`src/rtl/cs_pkg.sv`:
```
// Shared types and defaults for the carry-save resolver.
package cs_pkg;
    localparam int WIDTH_92      = 92;
    localparam int CHUNK_DEFAULT = 23;

    typedef enum logic [1:0] {
        IDLE,
        RUN,
        DONE
    } cs_state_e;
endpackage

```
`src/rtl/cs_chunk_add.sv`:
```
// One CHUNK-bit slice of the carry-propagate adder.
module cs_chunk_add #(
    parameter int W = 23
) (
    input  logic [W-1:0] a_i,
    input  logic [W-1:0] b_i,
    input  logic         cin_i,
    output logic [W-1:0] sum_o,
    output logic         cout_o
);
    assign {cout_o, sum_o} = {1'b0, a_i} + {1'b0, b_i} + {{W{1'b0}}, cin_i};
endmodule

```
`src/rtl/cs_resolve_92.sv`:
```
// Resolves a carry-save pair to binary, one CHUNK-bit slice per cycle.
module cs_resolve_92
    import cs_pkg::*;
#(
    parameter int WIDTH = WIDTH_92,
    parameter int CHUNK = CHUNK_DEFAULT
) (
    input  logic             clk,
    input  logic             rst_n,
    input  logic             in_valid,
    output logic             in_ready,
    input  logic [WIDTH-1:0] in_c,
    input  logic [WIDTH-1:0] in_s,
    output logic             out_valid,
    input  logic             out_ready,
    output logic [WIDTH-1:0] out_sum,
    output logic             out_carry
);
    localparam int NCHUNK = WIDTH / CHUNK;
    localparam int IW     = (NCHUNK > 1) ? $clog2(NCHUNK) : 1;

    if (WIDTH % CHUNK != 0) begin : g_bad_chunk
        $error("cs_resolve_92: WIDTH must be a multiple of CHUNK");
    end

    cs_state_e        state_q, state_d;
    logic [IW-1:0]    idx_q, idx_d;
    logic             cin_q, cin_d;
    logic [WIDTH-1:0] c_q, c_d;
    logic [WIDTH-1:0] s_q, s_d;
    logic [WIDTH-1:0] sum_q, sum_d;
    logic             carry_q, carry_d;

    logic [CHUNK-1:0] slice_a, slice_b, slice_r;
    logic             slice_co;
    logic             last;

    assign slice_a = c_q[int'(idx_q)*CHUNK +: CHUNK];
    assign slice_b = s_q[int'(idx_q)*CHUNK +: CHUNK];
    assign last    = (idx_q == IW'(NCHUNK - 1));

    cs_chunk_add #(
        .W(CHUNK)
    ) u_add (
        .a_i   (slice_a),
        .b_i   (slice_b),
        .cin_i (cin_q),
        .sum_o (slice_r),
        .cout_o(slice_co)
    );

    always_comb begin
        state_d  = state_q;
        idx_d    = idx_q;
        cin_d    = cin_q;
        c_d      = c_q;
        s_d      = s_q;
        sum_d    = sum_q;
        carry_d  = carry_q;
        in_ready = 1'b0;
        unique case (state_q)
            IDLE: begin
                in_ready = 1'b1;
                if (in_valid) begin
                    c_d     = in_c;
                    s_d     = in_s;
                    idx_d   = '0;
                    cin_d   = 1'b0;
                    state_d = RUN;
                end
            end
            RUN: begin
                sum_d[int'(idx_q)*CHUNK +: CHUNK] = slice_r;
                cin_d = slice_co;
                if (last) begin
                    carry_d = slice_co;
                    state_d = DONE;
                end else begin
                    idx_d = idx_q + 1'b1;
                end
            end
            DONE: begin
                // Retire and accept share one edge when both sides are ready.
                in_ready = out_ready;
                if (out_ready) begin
                    if (in_valid) begin
                        c_d     = in_c;
                        s_d     = in_s;
                        idx_d   = '0;
                        cin_d   = 1'b0;
                        state_d = RUN;
                    end else begin
                        state_d = IDLE;
                    end
                end
            end
            default: state_d = IDLE;
        endcase
    end

    always_ff @(posedge clk) begin
        if (!rst_n) begin
            state_q <= IDLE;
            idx_q   <= '0;
            cin_q   <= 1'b0;
            c_q     <= '0;
            s_q     <= '0;
            sum_q   <= '0;
            carry_q <= 1'b0;
        end else begin
            state_q <= state_d;
            idx_q   <= idx_d;
            cin_q   <= cin_d;
            c_q     <= c_d;
            s_q     <= s_d;
            sum_q   <= sum_d;
            carry_q <= carry_d;
        end
    end

    assign out_valid = (state_q == DONE);
    assign out_sum   = sum_q;
    assign out_carry = carry_q;
endmodule

```
`config.mk`:
```
export PLATFORM = sky130hd
export DESIGN_NAME = cs_resolve_92
export DESIGN_NICKNAME = d
export VERILOG_FILES = /design/src/rtl/cs_pkg.sv /design/src/rtl/cs_chunk_add.sv /design/src/rtl/cs_resolve_92.sv
export SDC_FILE = /design/constraint.sdc
export NUM_CORES = 1
export LEC_CHECK = 0
export ABC_AREA = 1
export BUFFER_PORTS_ARGS = -buffer_cell sky130_fd_sc_hd__buf_2
export CORE_ASPECT_RATIO = 0.5
export CORE_UTILIZATION = 25
export CTS_BUF_LIST = sky130_fd_sc_hd__clkbuf_4
export CTS_CLUSTER_SIZE = 20
export DETAILED_ROUTE_END_ITERATION = 10
export PLACE_DENSITY = 0.46
export SLEW_MARGIN = 5
export SYNTH_ARGS = -nofsm -noshare
export SYNTH_HDL_FRONTEND = slang
export SYNTH_HIERARCHICAL = 1
export SYNTH_SLANG_ARGS = --single-unit
```
`constraint.sdc`:
```
create_clock -name clk -period 9.2 [get_ports clk]
set_input_delay 0.92 -clock clk [delete_from_list [all_inputs] [get_ports clk]]
set_output_delay 0.92 -clock clk [all_outputs]
set_load 0.005 [all_outputs]
```
==> impl_metrics.ini <==
[sta]
tightest_slew_ps = 1160
slew_headroom_pct = 22.6
layout_setup_ws_ps = 4740
fin_crit_sh_pct = 48.4
drv_slew = 0
clock_skew_ps = 55.1
finalSetupTns_ps = 0
max_freq_mhz = 224
rsz0062_at_grt = no
setup_violations = 0
fin_crit_ps = 4460
hold_viol_final = 0

[pwr]
peakVddDrop_mv = 0.0567
leakagePower_uw = 0.00708
power.density_nw_per_um2 = 204

[outcome]
status = complete, no violations

[worst_setup_path]
critPathMaxFanout = 89
ff2ff_setup_slack_ps = 4740
rr_worst_depth = 13
worstPathRequired_ps = 9870
critPathMaxStageDelay_ps = 570
critPathLaunch = idx_q[0]
arrival_ps = 5130
cp_slowest_cell = xor2_1
cp_common_cell = nand2_1
cp_cell_sequence = clkinv_2 -> buf_4 -> o21ai_0 -> o22ai_1 -> fa_1 -> fa_1 -> nand2_1 -> nand3_1 -> xor2_1 -> nand2_1 -> nor2_1 -> nand2_1 -> a21oi_1
worst-setup-path-type = flop to flop
worstSetupEndpointType = flop
timing.rr.end = out_sum[29]
cp-start-kind = flop
crit_end = out_sum[29]
rr_startpoint = idx_q[0]

[final_layout]
area.growth.synth_to_final_pct = 20.6
final_util_pct = 30.9
layout.nets = 2429
n_fill_cell = 5937
design_area_um2 = 16300
drive_gt1_share_pct = 19.4
fin_cells = 2965

[placed_design]
placed_area_um2 = 15300
dp_hpwl_mm = 37.7
gp_congestion = 0.940
place_inst = 2840
place_ws_ps = 4900
port_buffers = 282

[synthesis]
synthArstFlopShare_pct = 0
synth_area_leaders = dfxtp_1, nand2_1, a21oi_1
ys_warn_count = 6
synth_edf_count = 0
synthAdderAreaFrac_pct = 2.80
synthXorXnorAreaFrac_pct = 0.649
yosysTopAreaCell = dfxtp_1
synth_seq_cells = 282
synth-seq-area-share_pct = 41.9
yosys.area_share.simple_pct = 30.2
avgSynthCellArea_um2 = 6.76
synthCells = 1995
syn_nets = 2212
synthDistinctLibCells = 30
syn_area_um2 = 13500
ys_top_cells_by_count = nand2_1, a21oi_1, dfxtp_1, nand3_1, nor2_1
synth_top_cell_area_share_pct = 41.9
synth_top_family_by_area = simple AND/OR/NAND/NOR gates
synth_most_common_cell = nand2_1
synth_compound_area_share_pct = 16.7
synth_mux_area_share_pct = 0
ys.flop_type = dfxtp_1

[detailed_routing]
routedWlPerCell_um = 18.0
vias_per_cell = 4.75
first_iter_violations = 1062
drc = 0
ant_nets = 0
vias = 14100
routed_wl_mm = 53.2
drt_pass1_iterations = 5

[floorplan]
initial_core_util_pct = 25.6
rows = 59
io_pins = 283
die_h_um = 166
dieWidth_um = 330
die-area_um2 = 54900
core-area_um2 = 52600

[clock_network]
cts_resized = 0
clock_sinks = 282
cts.path.max_buffers = 3
clock-root-buffer = clkbuf_4
clk_pin_slew_ps = 70
htree_levels = 3
clk_latency_ps = 800
numCtsBuffers = 71
postCtsSetupRepairBufs = 0
holdBufCountCts = 0
tritoncts = built

[global_routing]
gr-total-overflow = 0
grtUsageTotal_pct = 18.9
grt_pass1_wl_mm = 79.3
antenna_found_initial = 2
grt_max_degree = 186
grt_pass1_vias = 13200

[worst_hold_path]
worstHoldPathType = primary input to flop

[flow_run]
maxCapViolCount = 0
[worst min path at each step]
stage / from / end / cells past startpoint
after floorplan: s_q[62] / s_q[62] / 2
after global placement: s_q[35] / s_q[35] / 2
after detailed placement: c_q[55] / c_q[55] / 2
after CTS: in_s[81] / s_q[81] / 3
after global routing: in_s[30] / s_q[30] / 3
final: in_s[81] / s_q[81] / 3
[metrics by stage]
| stage | hold WS [ps] | total power [µW] |
|---|---|---|
| floorplan | 440 | 1840 |
| global placement | 450 | 2140 |
| detailed placement | 452 | 2140 |
| CTS | 311 | 3360 |
| global route | 332 | 3510 |
| finish | 387 | 3320 |
[logic make-up (layout without fill, tap and decap cells)]
| kind of cell | Yosys count | in the layout |
|---|---|---|
| AO/OA/AOI/OAI | 435 | 435 |
| adder cells (fa/ha/maj) | 29 | 29 |
| buffers and inverters | 262 | 527 |
| flip-flops | 282 | 282 |
| XOR/XNOR | 10 | 10 |
| other | 0 | 4 |
| AND/OR/NAND/NOR | 977 | 977 |
[flip-flops by register name (all words and copies together), names as in the netlist]
signal / cells
idx_q: 2
state_q: 2
cin_q: 1
s_q: 92
c_q: 92
out_carry: 1
out_sum: 92
[routing by layer]
metal  global-route usage (%)  wire (µm)  vias to the layer above
li1                         -          -                     7033
met1                     26.3      25300                     6621
met2                     28.8      23800                      349
met3                     3.99       2760                       76
met4                     6.33       1350                        0
met5                        0          0                        -
[power by group]
group	switching [µW]	internal, µW
registers	39.5	1280
clock network	547	652
logic	566	232
total	1150	2170
[cells in the final DEF (no fill, tap or decap), drive strengths merged]
cell type	Yosys	final
nand2	530	530
clkinv	1	14
nor2	194	194
clkbuf	84	103
nand4	4	4
ha	27	27
nand3	233	233
nand3b	2	2
xor2	9	9
buf	66	294
or2	1	1
diode	0	4
xnor2	1	1
o21ai	94	94
o22ai	46	46
inv	111	110
dfxtp	282	282
clkinvlp	0	1
a21oi	295	295
and2	1	1
fa	2	2
nor3	12	12
bufinv	0	5
[worst max-delay path, delay by kind of cell (launching register included)]
kind                       cells  cell delay [ps]
adders and majority gates      2              990
buffers and inverters          2              910
and+or+nand+nor                5              780
AOI/OAI and AO/OA              3              590
xor gates and xnor gates       1              570
DFF                            1              420
[cell type report]
type                            count  area [µm²]  area share [%]
Multi-Input combinational cell   1451        6810            41.9
Inverter                          112         429            2.64
Sequential cell                   282        5650            34.7
Antenna cell                        4        10.0          0.0615
Clock buffer                      103         773            4.75
Clock inverter                     18         204            1.25
Tap cell                          701         877            5.39
Timing Repair Buffer              294        1520            9.34
(Power assumes the default switching activity.)
